$ cat config.mk
export PLATFORM = sky130hd
export DESIGN_NAME = change_dispenser_flat
export DESIGN_NICKNAME = d
export VERILOG_FILES = /design/src/rtl/vend_pkg.sv /design/src/rtl/change_dispenser_if.sv /design/src/rtl/coin_select.sv /design/src/rtl/change_dispenser.sv /design/src/flat_wrapper.sv
export SDC_FILE = /design/constraint.sdc
export NUM_CORES = 1
export LEC_CHECK = 0
export ABC_CLOCK_PERIOD_IN_PS = 2700
export CAP_MARGIN = 25
export CORE_MARGIN = 2
export CORE_UTILIZATION = 50
export CTS_BUF_LIST = sky130_fd_sc_hd__clkbuf_16
export CTS_CLUSTER_SIZE = 12
export DETAILED_ROUTE_END_ITERATION = 7
export PLACE_DENSITY_LB_ADDON = 0.12
export SETUP_SLACK_MARGIN = 0.02
export SYNTH_ARGS = -nofsm -noshare
export SYNTH_HDL_FRONTEND = slang
export SYNTH_SLANG_ARGS = --single-unit
$ cat constraint.sdc
create_clock -name clk -period 2.7 [get_ports clk]
set_input_delay 0.675 -clock clk [delete_from_list [all_inputs] [get_ports clk]]
set_output_delay 0.675 -clock clk [all_outputs]
set_load 0.03 [all_outputs]
$ cat src/rtl/vend_pkg.sv
// Shared types and constants for the change dispenser: FSM states, coin values
// and the one-hot coin encoding ({quarter, dime, nickel}).
package vend_pkg;

    typedef enum logic [1:0] {
        IDLE   = 2'd0,
        SELECT = 2'd1,
        EJECT  = 2'd2,
        DONE   = 2'd3
    } state_t;

    // Coin values in nickel units.
    localparam int VAL_Q = 5;
    localparam int VAL_D = 2;
    localparam int VAL_N = 1;

    typedef enum logic [2:0] {
        COIN_NONE = 3'b000,
        COIN_N    = 3'b001,
        COIN_D    = 3'b010,
        COIN_Q    = 3'b100
    } coin_t;

endpackage

$ cat src/rtl/change_dispenser_if.sv
// Request/eject bundle between a vending controller (master) and the change
// dispenser (slave).
//
// Handshake: a request transfers on a rising clk edge where change_valid and
// change_ready are both 1; change_amt is only meaningful in that cycle. The
// dispenser never queues a request, so change_valid while change_ready is 0 is
// dropped. Each disp_* stays high until coin_ack is sampled high with it.
interface change_dispenser_if #(
    parameter int AMT_W = 4
);
    logic             change_valid;
    logic [AMT_W-1:0] change_amt;
    logic             change_ready;
    logic             disp_Q;
    logic             disp_D;
    logic             disp_N;
    logic             coin_ack;
    logic             done;
    logic             short;

    modport master (
        output change_valid, change_amt, coin_ack,
        input  change_ready, disp_Q, disp_D, disp_N, done, short
    );

    modport slave (
        input  change_valid, change_amt, coin_ack,
        output change_ready, disp_Q, disp_D, disp_N, done, short
    );
endinterface

$ cat src/rtl/coin_select.sv
// Greedy coin choice: the largest available coin that does not exceed the
// remaining amount. Purely combinational.
module coin_select
    import vend_pkg::*;
#(
    parameter int AMT_W = 4
) (
    input  logic [AMT_W-1:0] remaining,
    input  logic [2:0]       avail,      // {quarter, dime, nickel} in stock
    output coin_t            coin,
    output logic [AMT_W-1:0] value
);

    always_comb begin
        coin  = COIN_NONE;
        value = '0;
        if (avail[2] && (remaining >= AMT_W'(VAL_Q))) begin
            coin  = COIN_Q;
            value = AMT_W'(VAL_Q);
        end else if (avail[1] && (remaining >= AMT_W'(VAL_D))) begin
            coin  = COIN_D;
            value = AMT_W'(VAL_D);
        end else if (avail[0] && (remaining >= AMT_W'(VAL_N))) begin
            coin  = COIN_N;
            value = AMT_W'(VAL_N);
        end
    end

endmodule

$ cat src/rtl/change_dispenser.sv
// Change dispenser: pays a nickel-unit amount one coin at a time, greedily.
// Optional coin inventory (with short-pay reporting) is enabled by COIN_INV_EN.
module change_dispenser
    import vend_pkg::*;
#(
    parameter int AMT_W    = 4,
    parameter int INV_INIT = 8
) (
    input  logic                clk,
    input  logic                reset,
    change_dispenser_if.slave   bus,
    output state_t              state_dbg
);

    state_t           state;
    logic [AMT_W-1:0] remaining;
    logic [AMT_W-1:0] cur_val;
    logic [AMT_W-1:0] sel_val;
    coin_t            disp_r;
    coin_t            sel_coin;
    logic [2:0]       avail;
    logic             ready_r;
    logic             done_r;

    coin_select #(.AMT_W(AMT_W)) u_coin_select (
        .remaining (remaining),
        .avail     (avail),
        .coin      (sel_coin),
        .value     (sel_val)
    );

    always_ff @(posedge clk) begin
        if (reset) begin
            state     <= IDLE;
            remaining <= '0;
            cur_val   <= '0;
            disp_r    <= COIN_NONE;
            ready_r   <= 1'b1;
            done_r    <= 1'b0;
        end else begin
            done_r <= 1'b0;
            case (state)
                IDLE: begin
                    if (bus.change_valid && ready_r) begin
                        remaining <= bus.change_amt;
                        ready_r   <= 1'b0;
                        if (bus.change_amt == '0) begin
                            state  <= DONE;
                            done_r <= 1'b1;
                        end else begin
                            state <= SELECT;
                        end
                    end
                end
                SELECT: begin
                    // No usable coin only happens when stock ran out.
                    if (sel_coin != COIN_NONE) begin
                        disp_r  <= sel_coin;
                        cur_val <= sel_val;
                        state   <= EJECT;
                    end else begin
                        state  <= DONE;
                        done_r <= 1'b1;
                    end
                end
                EJECT: begin
                    if (bus.coin_ack) begin
                        disp_r <= COIN_NONE;
                        if (cur_val <= remaining) begin
                            remaining <= remaining - cur_val;
                        end
                        if (remaining == cur_val) begin
                            state  <= DONE;
                            done_r <= 1'b1;
                        end else begin
                            state <= SELECT;
                        end
                    end
                end
                DONE: begin
                    state   <= IDLE;
                    ready_r <= 1'b1;
                end
                default: begin
                    state   <= IDLE;
                    ready_r <= 1'b1;
                end
            endcase
        end
    end

`ifdef COIN_INV_EN
    localparam int INV_W = (INV_INIT > 0) ? $clog2(INV_INIT + 1) : 1;

    logic [INV_W-1:0] inv_q;
    logic [INV_W-1:0] inv_d;
    logic [INV_W-1:0] inv_n;
    logic             short_r;

    assign avail = {inv_q != '0, inv_d != '0, inv_n != '0};

    // Stock only moves on an acknowledged eject; reset has priority.
    always_ff @(posedge clk) begin
        if (reset) begin
            inv_q <= INV_W'(INV_INIT);
            inv_d <= INV_W'(INV_INIT);
            inv_n <= INV_W'(INV_INIT);
        end else if (state == EJECT && bus.coin_ack) begin
            case (disp_r)
                COIN_Q:  if (inv_q != '0) inv_q <= inv_q - INV_W'(1);
                COIN_D:  if (inv_d != '0) inv_d <= inv_d - INV_W'(1);
                COIN_N:  if (inv_n != '0) inv_n <= inv_n - INV_W'(1);
                default: ;
            endcase
        end
    end

    // Raised together with done_r on the SELECT->DONE give-up transition.
    always_ff @(posedge clk) begin
        if (reset) begin
            short_r <= 1'b0;
        end else begin
            short_r <= (state == SELECT) && (sel_coin == COIN_NONE);
        end
    end

    assign bus.short = short_r;
`else
    localparam int unused_inv_init = INV_INIT;

    assign avail     = 3'b111;
    assign bus.short = 1'b0;
`endif

    assign bus.change_ready = ready_r;
    assign bus.done         = done_r;
    assign bus.disp_Q       = disp_r[2];
    assign bus.disp_D       = disp_r[1];
    assign bus.disp_N       = disp_r[0];
    assign state_dbg        = state;

endmodule

$ cat src/flat_wrapper.sv
// flat-port wrapper written by rule: the top's interface ports become plain ports
module change_dispenser_flat import vend_pkg::*;
#(
    parameter int AMT_W    = 4,
    parameter int INV_INIT = 8
)
  (clk, reset, state_dbg, bus_change_valid, bus_change_amt, bus_coin_ack, bus_change_ready, bus_disp_Q, bus_disp_D, bus_disp_N, bus_done, bus_short);
  change_dispenser_if #(.AMT_W(AMT_W)) bus_i ();
  input  logic clk;
  input  logic reset;
  output state_t state_dbg;
  input wire logic [$bits(bus_i.change_valid)-1:0] bus_change_valid;
  input wire logic [$bits(bus_i.change_amt)-1:0] bus_change_amt;
  input wire logic [$bits(bus_i.coin_ack)-1:0] bus_coin_ack;
  output wire logic [$bits(bus_i.change_ready)-1:0] bus_change_ready;
  output wire logic [$bits(bus_i.disp_Q)-1:0] bus_disp_Q;
  output wire logic [$bits(bus_i.disp_D)-1:0] bus_disp_D;
  output wire logic [$bits(bus_i.disp_N)-1:0] bus_disp_N;
  output wire logic [$bits(bus_i.done)-1:0] bus_done;
  output wire logic [$bits(bus_i.short)-1:0] bus_short;
  assign bus_i.change_valid = bus_change_valid;
  assign bus_i.change_amt = bus_change_amt;
  assign bus_i.coin_ack = bus_coin_ack;
  assign bus_change_ready = bus_i.change_ready;
  assign bus_disp_Q = bus_i.disp_Q;
  assign bus_disp_D = bus_i.disp_D;
  assign bus_disp_N = bus_i.disp_N;
  assign bus_done = bus_i.done;
  assign bus_short = bus_i.short;
  change_dispenser #(.AMT_W(AMT_W), .INV_INIT(INV_INIT)) u_core (.clk(clk), .reset(reset), .bus(bus_i), .state_dbg(state_dbg));
endmodule
# Yosys cells after proc, flatten, opt, wreduce, memory -nomap -nowiden
# Cells that the tools add are included.
[word_totals] in_bits=8 output_inout_bits=8 reg_bits=15 wordCells=58
[op_classes] n_reduce_logical=12 mux=27 order_cmp=4 n_addsub=1 n_eq_ne=8
[ops] cell="2-bit 2-to-1 mux" n=6
[ops] cell="3-bit 2-to-1 mux" n=4
[ops] cell="4-bit 2-to-1 mux" n=3
[ops] cell="1-bit 2-to-1 mux" n=9
[ops] cell="2-bit case mux with 4 select lines" n=1
[ops] cell="4-bit case mux with 2 select lines" n=1
[ops] cell="2-bit by 1-bit inequality test with 1-bit output (second input constant)" n=3
[ops] cell="3-bit case mux with 2 select lines" n=1
[ops] cell="2-bit AND reduction" n=3
[ops] cell="2-bit nonzero test" n=3
[ops] cell="2-bit == test (second input constant)" n=2
[ops] cell="4-bit == test" n=1
[ops] cell="4-bit by 1-bit greater-or-equal comparator with 1-bit output (second input constant)" n=1
[ops] cell="4-bit by 2-bit greater-or-equal comparator with 1-bit output (second input constant)" n=1
[ops] cell="4-bit by 3-bit greater-or-equal comparator with 1-bit output (second input constant)" n=1
[ops] cell="4-bit <= comparator" n=1
[ops] cell="4-bit logical NOT" n=1
[ops] cell="4-bit AND reduction" n=1
[ops] cell="4-bit subtractor" n=1
[ops] cell="1-bit case mux with 3 select lines" n=1
[ops] cell="3-bit AND reduction" n=1
[ops] cell="3-bit nonzero test" n=1
[ops] cell="2-bit by 1-bit == test with 1-bit output (second input constant)" n=1
[ops] cell="2-bit logical NOT" n=1
[ops] cell="other kinds (3)" n=3

# Logic depth before layout (Yosys ltp)
# Gate-level depths: netlist of the first run.
[logic_depth] word_depth=7 mapped_depth=7 ltp_nobuf=7

# Modules after synthesis
# A second synthesis of the first run with hierarchy kept.
[unflattened] cells_unflattened=114 area_unflattened_um2=980.9
[by_module_without_submodules] module="change_dispenser" seq_area_each_um2=300.3 instances=1 cells_per_inst=102 area_each_um2=905.9
[by_module_without_submodules] module="coin_select" seq_area_each_um2=0.0 instances=1 cells_per_inst=12 area_each_um2=75.1

# Least setup slack after synthesis of the first run
# Ideal clock, no wire load.
[synth_path] path_type="register to register" from="register u_core.remaining[0]" to="register u_core.remaining[3]" period_less_slack_ns=1.863 t_required_ns=2.631 setup_time_ns=0.069 setup_slack_ns=0.837 path_stages_with_launch=8 t_arrival_ns=1.794 path_buffers=0 path_cell_list="dfxtp_1 -> inv_1 -> ha_1 -> fa_1 -> inv_1 -> a2111oi_4 -> or4_1 -> o21ai_1"
[synth_between] elab_chain_len=4 elab_cells_between_ends=7 cone_classes="add/sub: 1; order compare: 1; eq/ne: 1; mux: 3; reduce/logical: 1"
[synth_rtl] element="start: declaration" line_no="change_dispenser.sv:16" rtl="logic [AMT_W-1:0] remaining;"
[synth_rtl] element="start signal: assignment" line_no="change_dispenser.sv:45" rtl="remaining <= bus.change_amt;"
[synth_rtl] element="start signal: assignment" line_no="change_dispenser.sv:70" rtl="remaining <= remaining - cur_val;"
[synth_rtl] element="4-bit subtractor" line_no="change_dispenser.sv:70"
[synth_rtl] element="4-bit 2-to-1 mux" line_no="change_dispenser.sv:69" rtl="if (cur_val <= remaining) begin"
[synth_rtl] element="4-bit 2-to-1 mux" line_no="change_dispenser.sv:67" rtl="if (bus.coin_ack) begin"
[synth_rtl] element="4-bit case mux with 2 select lines" line_no="change_dispenser.sv:42" rtl="case (state)"
# Parallel ways exist; a longest one is shown, timed or not. The select of a mux whose other input is x is not followed.
# A chain may end at the register's enable or synchronous reset.

# Worst setup path after layout of the first run
[layout_path] from="register u_core.state[0] (netlist: u_core.state_dbg[0])" to="output port state_dbg[0]"
[layout_lines] element="start: declaration" line_no="change_dispenser.sv:15" rtl="state_t state;"
[layout_lines] element="start signal: assignment" line_no="change_dispenser.sv:34" rtl="state <= IDLE;"
[layout_lines] element="start signal: assignment" line_no="change_dispenser.sv:48" rtl="state <= DONE;"
[layout_lines] element="start signal: assignment" line_no="change_dispenser.sv:51" rtl="state <= SELECT;"
[layout_lines] element="end: declaration" line_no="flat_wrapper.sv:11" rtl="output state_t state_dbg;"
# No word-level cell between the ends.

==> metrics.cfg, run 1 <==
[worst_setup_path]
timing.critical_path.buf_inv = 1
max_stage_delay_ps = 760
cp.arrival_ps = 1600
cpMaxStageDelayCell = clkdlybuf4s50_1
path_cells = clkdlybuf4s50_1
worstPathMaxFanout = 12
cp_top_family = buffers and inverters
r2r-start = u_core.remaining[0]
crit_type = reg2out
endpoint_kind = output port
worstReg2RegEnd = u_core.remaining[3]
worst_r2r_path_depth = 7
crit_path_start_kind = register
reg2reg_setup_slack_ps = 710
crit_required_ps = 2030

[final_layout]
regArea_um2 = 280
multi_input_area_um2 = 522
drive_above_1_share = 0.0769
antenna_cells = 0
syn2layout_area_growth_pct = 23.3
n_fill_cell = 140
fin_nets = 130

[clock_network]
cts_hold_buf = 0
clk_pin_slew_worst_paths_ps = 50
cts-root-buf = clkbuf_16
htreeDepth = 1
ctsResizeCount = 0
clk_latency_ps = 250
cts.sinks = 14
cts_buffer_depth = 2
cts_tree = yes
postCtsSetupBuffers = 0
cts_made_buffers = 3

[pwr]
pwr_density_cell_nw_per_um2 = 804
p_leak_nw = 0.380
ir_worst_vdd_uv = 615

[placement]
gp_congestion = 0.822
post-dp-hpwl_um = 1420
dp_slack_ps = 520
port_buffers = 14

[timing]
final_hold_viol_count = 0
max_freq_mhz = 440
grt_setup_unrepaired = no
slew_viol_final = 0
finalSetupViolations = 0
worst_slack_ps = 428
hold_slack_ps = 459
timing.final.crit_share = 0.841
fin_crit_ps = 2270
fin_tns_setup_ps = 0
finalClockSkew_ps = 4.83

[global_route]
first_global_vias = 699
grt_max_degree = 15
grt_overflow = 0
grt_pass1_wl_um = 3170
antenna_found_initial = 0
grtUsageTotal = 0.211

[synthesis]
synth_top_area_share = 0.322
yosysTopAreaCell = dfxtp_1
synth.most_common_cell = dfxtp_1
ys_ff_latch = 14
netlist_instances = 104
ys_top_cells_by_count = 14 x dfxtp_1, 13 x a21oi_1, 12 x nor2_1
postSynthAreaPerCell_um2 = 8.36
ys_warn_count = 0
syn_nets = 116
yosysSeqAreaShare = 0.322
syn_area_um2 = 870
synth_area_leaders = dfxtp_1 32%, a21oi_1 7.5%, nor2_1 5.2%, ha_1 4.3%, nand2_1 3.9%
synth_cell_types = 36
async_reset_ff_frac = 0
synth-edff-count = 0
ys.flop_type = dfxtp_1

[hold_path]
whs_path_depth = 2
hp-start = u_core.disp_r[1]
hp-class = reg2reg
holdPathEnd = u_core.disp_r[1]

[die]
die_h_um = 45.7
ioPinCount = 16
dieArea_um2 = 2090
die_w_um = 45.7
core_area_um2 = 1690
start_util = 0.515
rows = 15

[routing]
drt-pass1-iter-count = 4
vias_per_cell = 5.99
routed_wl_um = 1920
wl_per_cell_um = 14.3
vias = 802
drc = 0
postRouteAntennaNets = 0
drt-initial-drc-count = 21

[run_status]
status = complete, no violations

[run]
maxCapViolations = 0

layer usage:
| layer | track usage | wire length (um) | share of wire |
|---|---|---|---|
| met3 | 0.0754 | 148 | 0.077 |
| met2 | 0.324 | 879 | 0.46 |
| met4 | 0.0286 | 8 | 0.0042 |
| met1 | 0.292 | 879 | 0.46 |
| met5 | 0 | 0 | 0 |
worst max path at each step:
stage / from / end / slack, ps / depth (start not counted)
6_report: u_core.state_dbg[0] / state_dbg[0] / 430 / 1
5_1_grt: u_core.state_dbg[0] / state_dbg[0] / 400 / 1
4_1_cts: u_core.state_dbg[0] / state_dbg[0] / 440 / 1
3_5_place_dp: bus_change_valid / u_core.remaining[3] / 520 / 5
3_3_place_gp: bus_change_valid / u_core.remaining[3] / 550 / 5
2_1_floorplan: u_core.remaining[0] / u_core.remaining[3] / 840 / 7
flip-flops by register name, summed over array words and instances, names as in the netlist:
| register | count |
|---|---|
| u_core.cur_val | 3 |
| u_core.remaining | 4 |
| u_core.bus.change_ready | 1 |
| u_core.state_dbg | 2 |
| u_core.bus.done | 1 |
| u_core.disp_r | 3 |
cells in the final DEF (no fill, tap or decap), drive strengths merged, types with 3 or more instances in the layout:
cell and n:
nand2b 4, dfxtp 14, ha 3, clkbuf 3
a21oi 14, or4 3, nor2 12, a211oi 3
clkdlybuf4s50 14, inv 6, nand2 9, o21ai 6
layout make-up:
class,count,area share
repair buffers,15,0.138
inverters,6,0.0210
flip-flops and latches,14,0.261
clock buffers,3,0.0700
multi-input cells,78,0.487
clock inverters,1,0.00350
well taps,17,0.0198
stage by stage:
step / instances / power, mW / instance area (um2) / util
2_1_floorplan: 104 / 0.507 / 870 / -
4_1_cts: 134 / 0.867 / 1070 / 0.635
6_report: 134 / 0.862 / 1070 / 0.635
3_5_place_dp: 130 / 0.577 / 993 / 0.588
5_1_grt: 134 / 0.912 / 1070 / 0.635
3_3_place_gp: 130 / 0.575 / 993 / 0.588
cells by family after synthesis:
group	synth area share
muxes	0.0230
xor gates and xnor gates	0.0101
and+or+nand+nor	0.232
other	0.00431
buffers and inverters	0.0777
DFF	0.322
AOI/OAI and AO/OA	0.265
adders and majority gates	0.0662
report_power, final:
part / switching (mW) / internal (mW)
clock network: 0.0876 / 0.196
registers: 0.0478 / 0.236
logic: 0.166 / 0.129
No activity file was read; power rests on OpenSTA's default activity.
==> run 2, diff against run 1 <==
--- a/config.mk
+++ b/config.mk
@@ -5,7 +5,7 @@
 export SDC_FILE = /design/constraint.sdc
 export NUM_CORES = 1
 export LEC_CHECK = 0
-export ABC_CLOCK_PERIOD_IN_PS = 2700
+export ABC_CLOCK_PERIOD_IN_PS = 2150
 export CAP_MARGIN = 25
 export CORE_MARGIN = 2
 export CORE_UTILIZATION = 50
==> constraint.sdc (replaced) <==
create_clock -name clk -period 2.15 [get_ports clk]
set_input_delay 0.5375 -clock clk [delete_from_list [all_inputs] [get_ports clk]]
set_output_delay 0.5375 -clock clk [all_outputs]
set_load 0.03 [all_outputs]
==> run 2 against run 1 <==
Sequential share of layout area is 0.096 points lower. Design area is 0.82% higher. First-iteration DRC count is 130% higher. Total power is 27% higher. Critical path type unchanged. Critical endpoint is now state_dbg[1].
==> metrics.cfg, run 2 (synthesis gave the netlist of run 1 again) <==
[final_layout]
fin_nets = 131  ; +0.77%
multi_input_area_um2 = 522  ; unchanged
final_cell_mix = 14 x clkdlybuf4s50_1, 13 x a21oi_1, 13 x dfxtp_1
antenna_cells = 0  ; unchanged
layout_commonest_cell = clkdlybuf4s50_1
syn2layout_area_growth_pct = 24.3
n_fill_cell = 153  ; +9.3%
post-route-util = 0.640  ; +0.00518
reg_top3 = u_core.remaining x4, u_core.cur_val x3, u_core.disp_r x3
largest_reg_flops = 4  ; unchanged
regArea_um2 = 282  ; +0.45%
top_register = u_core.remaining
drive_above_1_share = 0.0932  ; +0.0163

[worst_setup_path]
endpoint_kind = output port
crit_type = reg2out
cpMaxStageDelayCell = clkdlybuf4s50_1
worstPathMaxFanout = 12  ; unchanged
max_stage_delay_ps = 750  ; about the same
cp.arrival_ps = 1530  ; -70 ps
path_cells = clkdlybuf4s50_1
crit_path_start_kind = register
timing.critical_path.buf_inv = 1  ; unchanged
cp_top_family = buffers and inverters
crit_required_ps = 1610  ; -420 ps

[timing]
grt_setup_unrepaired = no
finalClockSkew_ps = 1.44  ; -3.40 ps
final_hold_viol_count = 0  ; unchanged
slew_viol_final = 0  ; unchanged
timing.final.crit_share = 0.963
fin_tns_setup_ps = 0  ; unchanged
fin_crit_ps = 2070
max_freq_mhz = 483
finalSetupViolations = 0  ; unchanged

[routing]
postRouteAntennaNets = 0  ; unchanged
vias = 806  ; +0.50%
wl_per_cell_um = 15.1  ; +5.7%
routed_wl_um = 2040  ; +6.5%
vias_per_cell = 5.97  ; -0.25%
drc = 0  ; unchanged
drt-pass1-iter-count = 4  ; unchanged
drt-initial-drc-count = 48  ; +130%

[clock_network]
cts_made_buffers = 3  ; unchanged
cts-root-buf = clkbuf_16
cts_hold_buf = 0  ; unchanged
clk_latency_ps = 240  ; about the same
htreeDepth = 1  ; unchanged
clk_pin_slew_worst_paths_ps = 50  ; about the same
cts.sinks = 14  ; unchanged
cts_buffer_depth = 2  ; unchanged
cts_tree = yes

[die]
die_h_um = 45.7  ; unchanged
die_w_um = 45.7  ; unchanged
dieArea_um2 = 2090  ; unchanged
core_area_um2 = 1690  ; unchanged
ioPinCount = 16  ; unchanged
rows = 15  ; unchanged
start_util = 0.515  ; unchanged

[pwr]
power_mw = 1.09  ; +27%
p_leak_nw = 0.386  ; +1.5%
ir_worst_vdd_uv = 755  ; +23%
pwr_density_cell_nw_per_um2 = 1010  ; +25%

[global_route]
antenna_found_initial = 0  ; unchanged
grt_overflow = 0  ; unchanged
first_global_vias = 747  ; +6.9%
grtUsageTotal = 0.233  ; +0.0220
grt_pass1_wl_um = 3460  ; +8.9%
grt_max_degree = 15  ; unchanged

[run]
maxCapViolations = 0  ; unchanged

[hold_path]
hp-class = reg2reg

[run_status]
status = complete, no violations

[placement]
port_buffers = 14  ; unchanged
post-dp-hpwl_um = 1480  ; +3.8%
gp_congestion = 0.849  ; +3.3%

[run 2: cell count changes in the layout (fill, tap and decap cells not counted), sizes merged]
cell	before	now
buf	1	2
[run 2: per-stage QoR]
step,setup slack (ps),instances,hold WS (ps),instance area [um2]
finish,80.4,135,459,1080
global route,25.8,135,481,1080
CTS,73.3,135,455,1080
detailed placement,78.5,131,449,1000
global placement,140,131,443,1000
floorplan,287,104,454,870
[run 2: layer usage]
layer  vias up  GRT usage  part of all wire
met2        32      0.358              0.46
met5         -          0                 0
li1        400          -                 -
met3         2     0.0556             0.055
met1       372      0.316              0.47
met4         0     0.0857            0.0083
[run 2: final timing paths]
path                  startpoint  cells after the start                   to  slack [ps]
max          u_core.state_dbg[1]                      1         state_dbg[1]          80
min             u_core.disp_r[2]                      2     u_core.disp_r[2]         460
max reg2reg  u_core.remaining[0]                      7  u_core.remaining[3]         170
min reg2reg     u_core.disp_r[2]                      2     u_core.disp_r[2]         460
[run 2: final cells by class]
type                    count  area share
clock buffers               3      0.0694
clock inverters             1     0.00347
inverters                   6      0.0208
multi-input cells          78       0.483
flip-flops and latches     14       0.260
well taps                  17      0.0197
repair buffers             16       0.144
[run 2: what timing repair did]
item	CTS	global route
buffers inserted	0	0
gates resized for setup	0	1
endpoints found under the setup margin	0	2
[run 2: where the power goes]
group | internal, mW | switching (mW) | total, mW
clock | 0.246 | 0.106 | 0.352
sequential | 0.297 | 0.0467 | 0.343
combinational | 0.168 | 0.227 | 0.395
